**src/rtl/inst_fetch_unit.sv**
```systemverilog
// rtl/inst_fetch_unit.sv - program counter and instruction fetch over a req/ack memory handshake
module inst_fetch_unit #(
    parameter logic [63:0] RESET_PC = 64'h0,
    parameter int          AW       = 10,
    parameter int          TIMEOUT  = 16
) (
    input  logic          CLK,
    input  logic          Reset,
    input  logic [1:0]    PC_SEL,
    input  logic          PC_MUX,
    input  logic [63:0]   K,
    input  logic [63:0]   A_bus,
    input  logic          step,
    output logic          imem_req,
    output logic [AW-1:0] imem_addr,
    input  logic          imem_ack,
    input  logic [31:0]   imem_rdata,
    output logic [31:0]   Inst,
    output logic          Inst_valid,
    output logic [63:0]   PC,
    output logic          fetch_err
);

    localparam int CW = $clog2(TIMEOUT + 1);

    typedef enum logic [1:0] {
        S_FETCH = 2'd0,
        S_WAIT  = 2'd1,
        S_EXEC  = 2'd2
    } state_t;

    state_t        r_state;
    state_t        w_state_nx;
    logic [63:0]   r_pc;
    logic [63:0]   w_pc_nx;
    logic [31:0]   r_inst;
    logic [31:0]   w_inst_nx;
    logic          r_valid;
    logic          w_valid_nx;
    logic          r_req;
    logic          w_req_nx;
    logic          r_err;
    logic          w_err_nx;
    logic [CW-1:0] r_cnt;
    logic [CW-1:0] w_cnt_nx;

    logic [63:0]   w_pc_inc;
    logic [63:0]   w_pc_br;
    logic [63:0]   w_pc_jmp;
    logic          w_unused_bits;

    // K counts instruction words, so it is scaled to bytes before the add.
    assign w_pc_inc      = r_pc + 64'd4;
    assign w_pc_br       = r_pc + {K[61:0], 2'b00};
    assign w_pc_jmp      = {A_bus[63:2], 2'b00};
    assign w_unused_bits = ^{K[63:62], A_bus[1:0]};

    always_ff @(posedge CLK or negedge Reset) begin
        if (!Reset) begin
            r_state <= S_FETCH;
            r_pc    <= RESET_PC;
            r_inst  <= 32'h0;
            r_valid <= 1'b0;
            r_req   <= 1'b0;
            r_err   <= 1'b0;
            r_cnt   <= '0;
        end else begin
            r_state <= w_state_nx;
            r_pc    <= w_pc_nx;
            r_inst  <= w_inst_nx;
            r_valid <= w_valid_nx;
            r_req   <= w_req_nx;
            r_err   <= w_err_nx;
            r_cnt   <= w_cnt_nx;
        end
    end

    always_comb begin
        w_state_nx = r_state;
        w_pc_nx    = r_pc;
        w_inst_nx  = r_inst;
        w_valid_nx = r_valid;
        w_req_nx   = r_req;
        w_err_nx   = r_err;
        w_cnt_nx   = r_cnt;

        unique case (r_state)
            S_FETCH: begin
                w_req_nx   = 1'b1;
                w_cnt_nx   = '0;
                w_state_nx = S_WAIT;
            end
            S_WAIT: begin
                // An ack arriving on the last allowed cycle still wins over the timeout.
                if (imem_ack && r_req) begin
                    w_inst_nx  = imem_rdata;
                    w_valid_nx = 1'b1;
                    w_req_nx   = 1'b0;
                    w_cnt_nx   = '0;
                    w_state_nx = S_EXEC;
                end else if (r_cnt == CW'(TIMEOUT - 1)) begin
                    w_err_nx   = 1'b1;
                    w_req_nx   = 1'b0;
                    w_cnt_nx   = '0;
                    w_state_nx = S_FETCH;
                end else begin
                    w_cnt_nx   = r_cnt + CW'(1);
                end
            end
            S_EXEC: begin
                if (step) begin
                    unique case (PC_SEL)
                        2'b00: w_pc_nx = r_pc;
                        2'b01: w_pc_nx = w_pc_inc;
                        2'b10: w_pc_nx = PC_MUX ? w_pc_br : w_pc_inc;
                        2'b11: w_pc_nx = w_pc_jmp;
                        default: w_pc_nx = r_pc;
                    endcase
                    if (PC_SEL != 2'b00) begin
                        w_valid_nx = 1'b0;
                        w_state_nx = S_FETCH;
                    end
                end
            end
            default: begin
                w_req_nx   = 1'b0;
                w_state_nx = S_FETCH;
            end
        endcase
    end

    assign imem_req   = r_req;
    assign imem_addr  = r_pc[AW+1:2];
    assign Inst       = r_inst;
    assign Inst_valid = r_valid;
    assign PC         = r_pc;
    assign fetch_err  = r_err;

endmodule

```
**config.mk**
```make
export PLATFORM = sky130hd
export DESIGN_NAME = inst_fetch_unit
export DESIGN_NICKNAME = d
export VERILOG_FILES = /design/src/rtl/inst_fetch_unit.sv
export SDC_FILE = /design/constraint.sdc
export NUM_CORES = 1
export LEC_CHECK = 0
export CELL_PAD_IN_SITES_DETAIL_PLACEMENT = 1
export CELL_PAD_IN_SITES_GLOBAL_PLACEMENT = 1
export CORE_ASPECT_RATIO = 1.2
export CORE_MARGIN = 2
export CORE_UTILIZATION = 35
export CTS_BUF_LIST = sky130_fd_sc_hd__clkbuf_2
export DETAILED_ROUTE_END_ITERATION = 8
export GPL_ROUTABILITY_DRIVEN = 0
export HOLD_SLACK_MARGIN = 0.08
export PLACE_DENSITY = 0.92
export SLEW_MARGIN = 5
export SYNTH_ARGS = -nofsm -noshare
export SYNTH_HDL_FRONTEND = slang
export SYNTH_SLANG_ARGS = --single-unit
```
**constraint.sdc**
```tcl
create_clock -name CLK -period 3.6 [get_ports CLK]
set_input_delay 1.08 -clock CLK [delete_from_list [all_inputs] [get_ports CLK]]
set_output_delay 1.08 -clock CLK [all_outputs]
set_load 0.01 [all_outputs]
```
==> reports/metrics.cfg <==
[synth]
ys_seq_elements=104
netlist.area_leader.share=0.261
synth_area_leaders=sky130_fd_sc_hd__dfrtp_1 26%, sky130_fd_sc_hd__ha_1 7.9%, sky130_fd_sc_hd__a21oi_1 7.2%, sky130_fd_sc_hd__o21ai_0 6.0%, sky130_fd_sc_hd__nand2_1 5.2%
synth_top_flop_cell=sky130_fd_sc_hd__dfrtp_1
syn-instance-count=1281
synth-edff-count=0
library_cells_used_by_synthesis=77
syn_area_mm2=0.00998
synth_area_leader_cell=sky130_fd_sc_hd__dfrtp_1
yosys-top-cells-count=144 x sky130_fd_sc_hd__a21oi_1, 139 x sky130_fd_sc_hd__nand2_1, 119 x sky130_fd_sc_hd__o21ai_0
ys_seq_area_frac=0.261
ys_async_sr_fraction=1.00
syn_area_per_cell_um2=7.79
synth-warning-count=0
synthMostInstantiatedCell=sky130_fd_sc_hd__a21oi_1

[cts]
root_buffer=sky130_fd_sc_hd__clkbuf_2
cts_hold_buffers=0
tritoncts_clock_tree=built
max-clock-path-buffers=2
clkSinkCount=104
clk_latency_worst_skew_pair_ns=0.76
cts_htree_levels=3
cts_buffers=9
path_clk_slew_ns=0.37

[sta]
slew_headroom=0.380
finalWorstSetupSlack_ns=0.0164
min_period_ns=3.58
report.final.slew_viol_count=0
finalHoldViolations=0
timing.fmax_mhz=279
worstMarginPinSlew_ns=0.930
fin_skew_ns=0.0499
setup_viol=0
final_min_period_over_clock_period=0.995

[global_routing]
grt_use_met1=0.364
first_global_vias=13900
grt_use_met2=0.575
grt.total_usage=0.327
grt_overflow=0
global_route_wire_length_before_repair_um=76100
grt_most_used_layer=met2
grt_util_met3=0.0492
grt_max_degree=45
grt_antenna_before_repair=1

[power]
ir_worst_vdd_mv=0.347
cellPowerDensity_mw_per_mm2=745
power_leakage_nw=6.28

[floorplanning]
die_height_um=189
dieArea_mm2=0.0299
core_area_mm2=0.0280
row_count=67
ios=276
die_x_um=158
start_util=0.356

[critical_path]
critPathCapture=PC[58]
cpPeakStageDelay_ns=0.67
cell_by_cell_trace_of_the_critical_path=ha_1, and3_1, and3_1, nand2_2, nor4_4, and2_1, nand2_1, xor2_1, o21ai_0, nor2_1, a21oi_1
data_required_time_of_the_worst_path_ns=4.31
critPathTopFamily=simple AND/OR/NAND/NOR gates
rr_startpoint=PC[3]
worst_setup_path_startpoint=PC[3]
cp_max_fo=8
critPathMostFrequentCell=sky130_fd_sc_hd__and3_1
cp.buffers_inverters=0
crit_type=reg2reg
setup.reg_to_reg.worst_slack_ns=0.02
critPathArrivalTime_ns=4.29
path_length_in_cells_of_the_critical_path=11
timing.critical_path.from_type=flop
worst_setup_path_end_kind=flop
critical_path.reg2reg.endpoint=PC[58]
critPathSlowestCell=sky130_fd_sc_hd__nor4_4
rr_worst_depth=11

[finish]
final_nets=1931
syn2layout_area_growth_pct=47.2
final_layout_size_suffix_gt1_frac=0.181
design_area_mm2=0.0147
final_util=0.524

[route]
detailedRoute.firstIterationViolations=914
route.final.wire_length_um=50000
avgRoutedWirePerCell_um=24.0
firstDrtPassIters=6
antenna_violating_nets_post_route=0
viasPerCell=6.14
remaining_drc_errors=0
route.vias.total=12800

[place]
dp_area_mm2=0.0144
place.detailed.hpwl_um=38900
place_ws_ns=-1.04
io_buffer_count=269

[flow_run]
cap_viol_max_count=0

[outcome]
run_status=completed

[min_path]
hold_path_class=in2async

-- stage by stage --
stage	total power, mW	std cells	hold WS, ns	TNS, ns
2_1_floorplan	6.05	1282	0.451	0
3_3_place_gp	9.47	2063	0.448	-21.30
3_5_place_dp	9.98	2063	0.464	-27.70
4_1_cts	10.7	2082	0.230	0
5_1_grt	11.6	2085	0.223	-0.0783
6_report	10.9	2085	0.244	0
-- routing by layer --
layer	vias to the layer above	part of all wire
met5	-	0
met4	0	0.075
met3	261	0.064
met2	696	0.50
met1	6223	0.37
li1	5625	-
-- final cells by class --
class,count,area [um2]
diodes,1,2.50
clock buffers,9,45.0
clock inverters,7,67.6
fillers,3483,13300
inverters,23,86.3
multi-input cells,1072,7020
flip-flops and latches,104,2600
well taps,379,474
repair buffers,490,4390
-- layout by cell type, fill, tap and decap left out, types with 15 or more instances in the layout --
cell type | synthesis | routed
sky130_fd_sc_hd__inv_1 | 21 | 21
sky130_fd_sc_hd__o21a_1 | 15 | 15
sky130_fd_sc_hd__mux2_2 | 33 | 33
sky130_fd_sc_hd__and3_1 | 19 | 19
sky130_fd_sc_hd__a21o_1 | 43 | 43
sky130_fd_sc_hd__clkdlybuf4s50_1 | 0 | 268
sky130_fd_sc_hd__dfrtp_1 | 104 | 104
sky130_fd_sc_hd__o21bai_1 | 15 | 15
sky130_fd_sc_hd__a21oi_1 | 144 | 141
sky130_fd_sc_hd__nand4_1 | 30 | 30
sky130_fd_sc_hd__nor2_1 | 78 | 76
sky130_fd_sc_hd__nand3_1 | 48 | 48
sky130_fd_sc_hd__nand2_1 | 139 | 139
sky130_fd_sc_hd__xor2_1 | 25 | 24
sky130_fd_sc_hd__buf_4 | 15 | 219
sky130_fd_sc_hd__o221ai_1 | 17 | 17
sky130_fd_sc_hd__xnor2_1 | 43 | 43
sky130_fd_sc_hd__nor3_1 | 35 | 35
sky130_fd_sc_hd__o21ai_0 | 119 | 115
sky130_fd_sc_hd__o22ai_1 | 17 | 17
sky130_fd_sc_hd__ha_1 | 63 | 61
-- worst min-delay path by stage --
stage	endpoint	cells after the start
final	Inst[31]	1
after global routing	Inst[31]	1
after CTS	PC[60]	1
after detailed placement	fetch_err	1
after global placement	fetch_err	1
after floorplan	r_cnt[3]	1
-- cells by family after synthesis --
kind of cell | share of synthesized area
other | 0.000376
XOR/XNOR | 0.0597
AO/OA/AOI/OAI | 0.303
AND/OR/NAND/NOR | 0.209
multiplexers | 0.0403
adder cells (fa/ha/maj) | 0.0810
buffers and inverters | 0.0456
flip-flops | 0.261
-- power by group --
group,total (mW),switching (mW),internal [mW]
sequential,2.40,0.726,1.67
combinational,7.89,3.98,3.91
clock,0.643,0.527,0.115
-- registers in the layout (all words and copies together) (netlist names) --
register	count
imem_req	1
r_state	2
Inst	32
r_cnt	5
fetch_err	1
PC	62
Inst_valid	1
-- timing repair --
item                                   CTS  global route
pin swaps                                2            10
resized for setup                        4            17
setup endpoints to repair                3            18
setup buffers                            3             2
endpoints found under the hold margin    0             0
(Power assumes the default switching activity.)
